[src/rtl/alu_pkg.sv]
// rtl/alu_pkg.sv - shared ALU opcodes and pipe_csa_addsub parameter legality check
package alu_pkg;

  localparam logic OP_ADD = 1'b0;
  localparam logic OP_SUB = 1'b1;

  function automatic bit params_ok(input int width, input int block, input int stages);
    if (block < 1 || width < block || stages < 1) return 1'b0;
    if ((width % block) != 0) return 1'b0;
    if (stages > (width / block)) return 1'b0;
    return ((width / block) % stages) == 0;
  endfunction

endpackage

[src/rtl/csa_slice.sv]
// rtl/csa_slice.sv - one carry-select slice: sums for cin=0 and cin=1, selected by the real carry
module csa_slice #(
  parameter int BLOCK = 8
) (
  input  logic [BLOCK-1:0] a,
  input  logic [BLOCK-1:0] b,
  input  logic             cin,
  output logic [BLOCK-1:0] sum,
  output logic             cout
);

  logic [BLOCK:0] sum0;
  logic [BLOCK:0] sum1;

  assign sum0 = {1'b0, a} + {1'b0, b};
  assign sum1 = {1'b0, a} + {1'b0, b} + {{BLOCK{1'b0}}, 1'b1};

  assign sum  = cin ? sum1[BLOCK-1:0] : sum0[BLOCK-1:0];
  assign cout = cin ? sum1[BLOCK] : sum0[BLOCK];

endmodule

[src/rtl/pipe_csa_addsub.sv]
// rtl/pipe_csa_addsub.sv - pipelined carry-select add/sub with valid/ready flow control
module pipe_csa_addsub
  import alu_pkg::*;
#(
  parameter int WIDTH  = 32,
  parameter int BLOCK  = 8,
  parameter int STAGES = 2
) (
  input  logic             clock,
  input  logic             reset,
  input  logic             in_valid,
  output logic             in_ready,
  input  logic [WIDTH-1:0] in0,
  input  logic [WIDTH-1:0] in1,
  input  logic             sub,
  output logic             out_valid,
  input  logic             out_ready,
  output logic [WIDTH-1:0] out,
  output logic             carry_out,
  output logic             overflow,
  output logic             isNotEqual,
  output logic             isLessThan
);

  localparam int NSL  = WIDTH / BLOCK;
  localparam int SPS  = NSL / STAGES;
  localparam int LAST = STAGES - 1;

  if (!params_ok(WIDTH, BLOCK, STAGES)) begin : g_bad_params
    $error("pipe_csa_addsub: illegal WIDTH/BLOCK/STAGES combination");
  end

  logic                         adv;
  logic [WIDTH-1:0]             b_cond;
  logic [STAGES-1:0]            v_d, v_q;
  logic [STAGES-1:0]            c_d, c_q;
  logic [STAGES-1:0]            am_d, am_q;
  logic [STAGES-1:0]            bm_d, bm_q;
  logic [STAGES-1:0]            stage_cin;
  logic [STAGES-1:0][WIDTH-1:0] a_d, a_q;
  logic [STAGES-1:0][WIDTH-1:0] b_d, b_q;
  logic [STAGES-1:0][WIDTH-1:0] res_d, res_q;
  logic                         ovf_d, ovf_q;
  logic                         ne_d, ne_q;
  logic                         lt_d, lt_q;
  logic [WIDTH-1:0]             res_fin;

  // One global advance: the whole pipe moves or the whole pipe holds, bubbles included.
  assign adv      = out_ready || !v_q[LAST];
  assign in_ready = adv;
  assign b_cond   = (sub == OP_SUB) ? ~in1 : in1;

  for (genvar k = 0; k < STAGES; k++) begin : g_stage
    if (k == 0) begin : g_head
      assign v_d[k]       = in_valid;
      assign a_d[k]       = in0;
      assign b_d[k]       = b_cond;
      assign am_d[k]      = in0[WIDTH-1];
      assign bm_d[k]      = b_cond[WIDTH-1];
      assign stage_cin[k] = sub;
    end else begin : g_body
      assign v_d[k]       = v_q[k-1];
      assign a_d[k]       = a_q[k-1];
      assign b_d[k]       = b_q[k-1];
      assign am_d[k]      = am_q[k-1];
      assign bm_d[k]      = bm_q[k-1];
      assign stage_cin[k] = c_q[k-1];
    end
  end

  for (genvar i = 0; i < NSL; i++) begin : g_sl
    localparam int K = i / SPS;
    logic             cin;
    logic             cout;
    logic [BLOCK-1:0] sum;

    if ((i % SPS) == 0) begin : g_first
      assign cin = stage_cin[K];
    end else begin : g_chain
      assign cin = g_sl[i-1].cout;
    end

    if ((i % SPS) == (SPS - 1)) begin : g_cout
      assign c_d[K] = cout;
    end

    csa_slice #(.BLOCK(BLOCK)) u_slice (
      .a    (a_d[K][i*BLOCK +: BLOCK]),
      .b    (b_d[K][i*BLOCK +: BLOCK]),
      .cin  (cin),
      .sum  (sum),
      .cout (cout)
    );

    // Slices below this stage pass finished bits down; slices above it are not yet known.
    for (genvar k = 0; k < STAGES; k++) begin : g_res
      if (k == K) begin : g_own
        assign res_d[k][i*BLOCK +: BLOCK] = sum;
      end else if (k > K) begin : g_done
        assign res_d[k][i*BLOCK +: BLOCK] = res_q[k-1][i*BLOCK +: BLOCK];
      end else begin : g_todo
        assign res_d[k][i*BLOCK +: BLOCK] = '0;
      end
    end
  end

  always_comb begin
    res_fin = res_d[LAST];
    ovf_d   = (am_d[LAST] == bm_d[LAST]) && (res_fin[WIDTH-1] != am_d[LAST]);
    ne_d    = |res_fin;
    lt_d    = ovf_d ? am_d[LAST] : res_fin[WIDTH-1];
  end

  always_ff @(posedge clock) begin
    if (reset) begin
      v_q   <= '0;
      c_q   <= '0;
      am_q  <= '0;
      bm_q  <= '0;
      a_q   <= '0;
      b_q   <= '0;
      res_q <= '0;
      ovf_q <= 1'b0;
      ne_q  <= 1'b0;
      lt_q  <= 1'b0;
    end else if (adv) begin
      v_q   <= v_d;
      c_q   <= c_d;
      am_q  <= am_d;
      bm_q  <= bm_d;
      a_q   <= a_d;
      b_q   <= b_d;
      res_q <= res_d;
      ovf_q <= ovf_d;
      ne_q  <= ne_d;
      lt_q  <= lt_d;
    end
  end

  assign out_valid  = v_q[LAST];
  assign out        = res_q[LAST];
  assign carry_out  = c_q[LAST];
  assign overflow   = ovf_q;
  assign isNotEqual = ne_q;
  assign isLessThan = lt_q;

  // Operand bits already consumed by earlier slices, and the last stage's copies, are never read.
  logic unused_bits;
  assign unused_bits = ^{a_q, b_q, am_q, bm_q, res_q};

endmodule

[config.mk]
export PLATFORM = sky130hd
export DESIGN_NAME = pipe_csa_addsub
export DESIGN_NICKNAME = d
export VERILOG_FILES = /design/src/rtl/alu_pkg.sv /design/src/rtl/csa_slice.sv /design/src/rtl/pipe_csa_addsub.sv
export SDC_FILE = /design/constraint.sdc
export NUM_CORES = 1
export LEC_CHECK = 0
export CAP_MARGIN = 20
export CORE_MARGIN = 10
export CORE_UTILIZATION = 30
export CTS_BUF_LIST = sky130_fd_sc_hd__clkbuf_4 sky130_fd_sc_hd__clkbuf_8 sky130_fd_sc_hd__clkbuf_16
export DETAILED_ROUTE_END_ITERATION = 16
export HOLD_SLACK_MARGIN = 0.02
export PLACE_DENSITY = 0.52
export SLEW_MARGIN = 20
export SYNTH_ARGS = -nofsm -noshare
export SYNTH_HDL_FRONTEND = slang
export SYNTH_SLANG_ARGS = --single-unit
[constraint.sdc]
create_clock -name clock -period 7.25 [get_ports clock]
set_input_delay 1.45 -clock clock [delete_from_list [all_inputs] [get_ports clock]]
set_output_delay 1.45 -clock clock [all_outputs]
set_load 0.01 [all_outputs]
==> impl_results.md, run 1 <==
- Result of the run: finished clean
- Number of nets still failing antenna checks after routing: 0
- Net switching share of the total power: 32.88%
- Top cells by area, synth: sky130_fd_sc_hd__dfxtp_1, sky130_fd_sc_hd__ha_1, sky130_fd_sc_hd__xnor2_1
- Avg Synthesized Cell Area: 8.266 um2
- CTS tree: yes
- Antenna Diode Count: 0
- Number of clock buffers inserted by TritonCTS: 9
- Clock transition at the register clock pins on the worst setup and hold paths after CTS: about 70 ps
- Post-CTS Setup Bufs: 0
- Cell with the most instances after synthesis: sky130_fd_sc_hd__dfxtp_1
- Mux contribution to synthesized area: less than 1%
- Post-layout utilization of the core: 38.92%
- Worst-case vdd ir drop: 0.1435 mV
- Worst hold path depth: 2
- Routability cong.: 0.8202
- Worst Path Class, Setup: in2reg
- Final setup viols: 0
- EDFF count, synth: 0
- Count of unique library cells instantiated by Yosys: 64
- Required arrival time at the worst endpoint: about 7500 ps
- Part of the power in the clock network: 29.4%
- Fraction of power consumed by sequential logic: 38.6%
- Vias per Instance: roughly 5
- Max Cap Violations: 0
- Number of buffers added to fix hold violations after cts: 0
- Total nets after synthesis: 767
- Initial antenna violation count: 0
- Synth top cells by count: sky130_fd_sc_hd__dfxtp_1, sky130_fd_sc_hd__nand2_1, sky130_fd_sc_hd__nor2_1, sky130_fd_sc_hd__a21oi_1, sky130_fd_sc_hd__a211oi_1
- Clock tree root driver cell: sky130_fd_sc_hd__clkbuf_16
- Share of the yosys chip area belonging to registers: 32.02%
- Crit path time final: 4924 ps
- Global-route usage over all layers: 12.01%
- Simple-gate area share of the yosys netlist: 20.52%
- Post-synthesis adder-cell area fraction: between 9 and 10%
- Switching power summed over all nets: 0.0004918 W
- Max-slew violation count: 0
- Final total negative setup slack: 0 ps
- Compound-Gate Fraction of Synth Area: 21.26%
- Warnings from Yosys: 0
- Min Hold Slack: 455.8 ps
- Share of layout cells above drive strength 1: 5.073%
- Die boundary height: 154.6 um
- Tcrit/Tclk final: 67.92%
- Number of buffers on the longest clock path: 2
- Share of Yosys cell area claimed by the top area cell type: 32.02%
- Global-route wire length before repair: around 24 mm
- Static leakage: 2.792 nW
- Unrepaired setup endpoints after global routing: no
- Maximum clock frequency: 203.1 MHz
- Largest net degree at the start of global routing: 72
- Post-layout nets: about 850
- Standard cell core area: 17,900 um2
- Sum of routed wire length over all layers: 14.31 mm
- Via count of the routed design: 4,788
- Per-cell routed wire length: 14.63 um
- Violation count after the first detailed-route iteration: 243
- Primary FF master, synth: sky130_fd_sc_hd__dfxtp_1
- Setup skew after layout: a little under 8 ps
- Worst min-delay path class: reg2reg
- Post-synthesis cell area: 5439 um2
- Startpoint Class: input pin
- Worst-margin pin slew: 798.7 ps
- Vias in the first global route: between 4,000 and 5,000
- First-pass DRT Iterations: 4
- Main combinational cell family by area after synthesis: compound AO/OA/AOI/OAI gates
- Row cnt: 49
- Crit Path Max Fanout: 6
- Number of sinks driven by the clock tree: 87
- Internal: between 0.001 and 0.0015 W
- Clock H-tree levels: 3
- Worst Setup End Kind: register
- Effective utilization at floorplan: 30.38%
- Synthesized netlist cell count: 658
- XOR/XNOR Fraction of Synth Area: 12.54%
- Synthesis-to-finish area growth: 28.09%
- Die Width: about 150 um
- Die Area: ~24,000 um2
- Worst EP arrival: 5160 ps
- Yosys top cell by area: sky130_fd_sc_hd__dfxtp_1
- Relative contribution of combinational cells to total power: 32.0%
- Total gr overflow: 0
- Latest clock arrival within the worst-skew pair: between 300 and 400 ps
- Power per unit of standard cell area: 214.7 nW/um2
- Final hold vios: 0
- Port Buf Inserts: 106
- Worst Reg2Reg Path Length in Cells: 11
- HPWL after detailed placement: 11.03 mm
- Flop and latch count out of synthesis: slightly below 90
- Proportion of synthesized flip-flops having asynchronous set or reset: 0%
- Total of cells resized after clock tree synthesis: 0
- Post-route DRC: 0
- Number of top-level pins: 107
- Worst slew slack as a fraction of its limit: 46.76%
==> kinds of logic (layout without fill, tap and decap cells) <==
group	Yosys count	count (layout)
AND/OR/NAND/NOR	235	235
AO/OA/AOI/OAI	166	166
flip-flops	87	87
XOR/XNOR	77	77
buffers and inverters	51	142
adder cells (fa/ha/maj)	40	40
multiplexers	2	2
==> cells in the final DEF (no fill, tap or decap), types with 6 or more instances in the layout <==
master                            synthesis  layout
sky130_fd_sc_hd__nor2_1                  67      67
sky130_fd_sc_hd__nor4_1                  10      10
sky130_fd_sc_hd__xor2_1                  34      34
sky130_fd_sc_hd__ha_1                    36      36
sky130_fd_sc_hd__nand3_1                 15      15
sky130_fd_sc_hd__clkdlybuf4s50_1          0     104
sky130_fd_sc_hd__nand2_1                 83      83
sky130_fd_sc_hd__xnor2_1                 42      42
sky130_fd_sc_hd__o21a_1                   6       6
sky130_fd_sc_hd__nand3b_1                 7       7
sky130_fd_sc_hd__a211oi_1                44      44
sky130_fd_sc_hd__nor3_1                  12      12
sky130_fd_sc_hd__a21oi_1                 48      48
sky130_fd_sc_hd__clkbuf_16                0       9
sky130_fd_sc_hd__inv_1                   16      15
sky130_fd_sc_hd__a21o_1                  14      14
sky130_fd_sc_hd__dfxtp_1                 87      87
sky130_fd_sc_hd__o21ai_0                 14      14
==> metal layers <==
| layer | vias to the layer above | part of all wire (%) | GRT usage, % |
|---|---|---|---|
| met4 | 0 | 0.71 | 3.374 |
| met3 | 4 | 4.5 | 3.466 |
| met2 | 71 | 47 | 19.42 |
| li1 | 2516 | - | - |
| met5 | - | 0 | 0 |
| met1 | 2197 | 48 | 15.16 |
==> power groups by stage <==
stage	logic, W	registers, W	clock network (W)
3_3_place_gp	0.000474	0.000587	0
6_report	0.000479	0.000577	0.000440
5_1_grt	0.000536	0.000586	0.000471
3_5_place_dp	0.000482	0.000588	0
4_1_cts	0.000484	0.000578	0.000454
2_1_floorplan	0.000313	0.000586	0
==> worst max-delay path, stage by stage <==
cell and delay, ps:
sky130_fd_sc_hd__clkdlybuf4s50_1 470, sky130_fd_sc_hd__xor2_1 150, sky130_fd_sc_hd__ha_1 180, sky130_fd_sc_hd__inv_1 50, sky130_fd_sc_hd__fa_1 390, sky130_fd_sc_hd__xnor2_1 300, sky130_fd_sc_hd__nand4_1 240, sky130_fd_sc_hd__a2111oi_4 370
sky130_fd_sc_hd__or3b_1 440, sky130_fd_sc_hd__or4_1 640, sky130_fd_sc_hd__a2111oi_2 400, sky130_fd_sc_hd__a211oi_1 80
==> stage by stage <==
step | total power (W) | setup WS (ps) | std cells | cell area (um2)
global placement | 0.001060 | 2034 | 962 | 6684
finish | 0.001496 | 2326 | 978 | 6967
CTS | 0.001516 | 2314 | 978 | 6967
detailed placement | 0.001070 | 1930 | 962 | 6684
global route | 0.001592 | 1973 | 978 | 6967
floorplan | 0.0008992 | 1621 | 658 | 5439
==> cell type report <==
type | count | area [um2]
Fill cell | 1824 | 10940
Tap cell | 229 | 286.5
Sequential cell | 87 | 1742
Inverter | 16 | 62.56
Clock buffer | 9 | 225.2
Timing Repair Buffer | 110 | 1081
Clock inverter | 7 | 57.56
Multi-Input combinational cell | 520 | 3512
==> flip-flops by register name, summed over array words and instances, names as in the netlist <==
name        cells
a_d            15
c_q             2
isLessThan      1
res_d          16
v_q             2
isNotEqual      1
am_q            1
b_d            15
overflow        1
bm_q            1
out            32
==> final timing paths <==
path,start,to,slack (ps)
worst max-delay path,in1[0],res_d[47]$_SDFFE_PP0P_,2330
worst min register to register,out[8]$_SDFFE_PP0P_,out[8]$_SDFFE_PP0P_,460
worst max register to register,a_d[48]$_SDFFE_PP0P_,out[28]$_SDFFE_PP0P_,3500
worst min-delay path,out[8]$_SDFFE_PP0P_,out[8]$_SDFFE_PP0P_,460
No activity file was read; power rests on OpenSTA's default activity.
==> inputs of run 2 (changes only) <==
==> constraint.sdc (replaced) <==
create_clock -name clock -period 4.9 [get_ports clock]
set_input_delay 0.98 -clock clock [delete_from_list [all_inputs] [get_ports clock]]
set_output_delay 0.98 -clock clock [all_outputs]
set_load 0.01 [all_outputs]
==> impl_results.md, run 2 (same netlist as run 1, synthesis figures left out) <==
- Number of cells after detailed placement: 966 (+0.42%)
- Post-route DRC: 0 (unchanged)
- Unrepaired setup endpoints after global routing: no
- Clock tree root driver cell: sky130_fd_sc_hd__clkbuf_16
- Worst Setup End Kind: register
- Worst Setup Slack, final: 444.9 ps (-1881 ps)
- Initial antenna violation count: 0 (unchanged)
- Total gr overflow: 0 (unchanged)
- Per-cell routed wire length: 14.53 um (-0.69%)
- Effective utilization at floorplan: 30.38% (unchanged)
- Total of cells resized after clock tree synthesis: 0 (unchanged)
- Worst-margin pin slew: 771.0 ps (-27.62 ps)
- Setup Slack @ Placement: 68.19 ps (-1862 ps)
- Top layer in use: met4
- Via count of the routed design: 4,796 (+0.17%)
- Number of buffers added to fix hold violations after cts: 0 (unchanged)
- Result of the run: finished clean
- Violation count after the first detailed-route iteration: 206 (-15%)
- Latest clock arrival within the worst-skew pair: 350 ps (about the same)
- Clock transition at the register clock pins on the worst setup and hold paths after CTS: 60 ps (about the same)
- Die Width: 154.6 um (unchanged)
- Die Area: 23,920 um2 (unchanged)
- Worst slew slack as a fraction of its limit: 48.17% (+1.4 points)
- Worst-case vdd ir drop: 0.1619 mV (+13%)
- Number of clock buffers inserted by TritonCTS: 9 (unchanged)
- Global-route usage over all layers: 11.85% (-0.16 points)
- Max-slew violation count: 0 (unchanged)
- Final hold vios: 0 (unchanged)
- First-pass DRT Iterations: 4 (unchanged)
- Row cnt: 49 (unchanged)
- Number of nets still failing antenna checks after routing: 0 (unchanged)
- Final total negative setup slack: 0 ps (unchanged)
- Standard cell core area: 17,900 um2 (unchanged)
- Setup skew after layout: 5.139 ps (-2.579 ps)
- Sum of routed wire length over all layers: 14.27 mm (-0.28%)
- Clock H-tree levels: 3 (unchanged)
- Number of fill cells: 1,822 (-0.11%)
- Routed wl met3: 840 um (+30%)
- Post-layout nets: 857 (+0.47%)
- CTS tree: yes
- Total met2 wirelength after detailed routing: 6.613 mm (-1.4%)
- Die boundary height: 154.6 um (unchanged)
- Crit path time final: 4455 ps
- Number of sinks driven by the clock tree: 87 (unchanged)
- Final setup viols: 0 (unchanged)
- Final std cells w/o fill: 982 (+0.41%)
- Port Buf Inserts: 106 (unchanged)
- Share of layout cells above drive strength 1: 5.578% (+0.50 points)
- Worst Path Class, Setup: in2reg
- Post-CTS Setup Bufs: 0 (unchanged)
- Vias per Instance: 4.884 (-0.24%)
- Global-route wire length before repair: 23.64 mm (-0.90%)
- Tcrit/Tclk final: 90.92%
- Vias in the first global route: 4,894 (+3.3%)
- Crit Path Max Fanout: 6 (unchanged)
- Number of flip-flops under the largest register name: 32 (unchanged)
- Crit path max-delay cell type: sky130_fd_sc_hd__or4_1
- Synthesis-to-finish area growth: 29.79%
- Required arrival time at the worst endpoint: 5130 ps (-2360 ps)
- Most common library cell in the layout ignoring fill and taps: sky130_fd_sc_hd__clkdlybuf4s50_1
- Post-Route M1 WL: 6.705 mm (-2.2%)
- Power per unit of standard cell area: 333.8 nW/um2 (+55%)
- HPWL after detailed placement: 11.06 mm (+0.26%)
- Number of buffers on the longest clock path: 2 (unchanged)
- Commonest cells after routing, fill and taps aside: sky130_fd_sc_hd__clkdlybuf4s50_1, sky130_fd_sc_hd__dfxtp_1, sky130_fd_sc_hd__nand2_1
- Worst min-delay path class: reg2reg
- Worst path max stage delay: 650 ps (about the same)
- Startpoint Class: input pin
- Number of top-level pins: 107 (unchanged)
- Routability cong.: 0.8065 (-1.7%)
- Critical path, cell by cell: clkdlybuf4s50_1 -> xor2_1 -> ha_1 -> inv_1 -> fa_1 -> inv_1 -> ha_1 -> nand4_1 -> a2111oi_4 -> or3b_1 -> or4_1 -> a2111oi_2 -> a211oi_1
- Largest net degree at the start of global routing: 80 (+11%)
- Static leakage: 2.839 nW (+1.7%)
- Max Cap Violations: 0 (unchanged)
- Maximum clock frequency: 224.5 MHz
- Worst EP arrival: 4680 ps (-480 ps)
- Antenna Diode Count: 0 (unchanged)
==> run 2: cell count changes in the layout (fill, tap and decap cells not counted), sizes merged <==
cell and change:
inv -2, bufinv +3, buf +4, clkinv -1
==> run 2: metal layers <==
layer	vias to the layer above	global-route usage (%)
met2	78	18.97
met4	0	2.564
met3	10	4.215
met5	-	0
li1	2520	-
met1	2188	14.92
==> run 2: worst max-delay path: cells and delay by family <==
family | cells | cell delay (ps)
buffers and inverters | 3 | 610
AOI/OAI and AO/OA | 3 | 850
xor gates and xnor gates | 1 | 160
and+or+nand+nor | 3 | 1270
adders and majority gates | 3 | 830
==> run 2: final timing paths <==
path	depth (start not counted)	start	end	slack, ps
worst max-delay path	13	in1[0]	res_d[47]$_SDFFE_PP0P_	440
worst max register to register	11	a_d[48]$_SDFFE_PP0P_	isNotEqual$_SDFFE_PP0P_	1220
worst min register to register	2	out[9]$_SDFFE_PP0P_	out[9]$_SDFFE_PP0P_	450
worst min-delay path	2	out[9]$_SDFFE_PP0P_	out[9]$_SDFFE_PP0P_	450
==> run 2: final cells by class <==
class                           instances  area [um2]  area share, %
Inverter                               16       61.31         0.8685
Sequential cell                        87        1742          24.67
Tap cell                              229       286.5          4.059
Clock buffer                            9       225.2          3.190
Multi-Input combinational cell        520        3512          49.75
Clock inverter                          7       121.4          1.719
Timing Repair Buffer                  114        1111          15.74
==> run 2: through the flow <==
step	cell area [um2]	total power [W]	util (%)	hold WS, ps
after floorplan	5441	0.001331	-	432.2
after global placement	6713	0.001574	37.50	441.9
after detailed placement	6713	0.001590	37.50	444.0
after CTS	7059	0.002394	39.43	453.3
after global routing	7059	0.002505	39.43	473.4
final	7059	0.002356	39.43	447.9
==> run 2: where the power goes <==
group / leakage (nW) / switching (W) / internal [W]
Combinational: 1.96 / 0.000364 / 0.000350
Sequential: 0.722 / 0.0000603 / 0.000793
Clock: 0.158 / 0.000291 / 0.000499
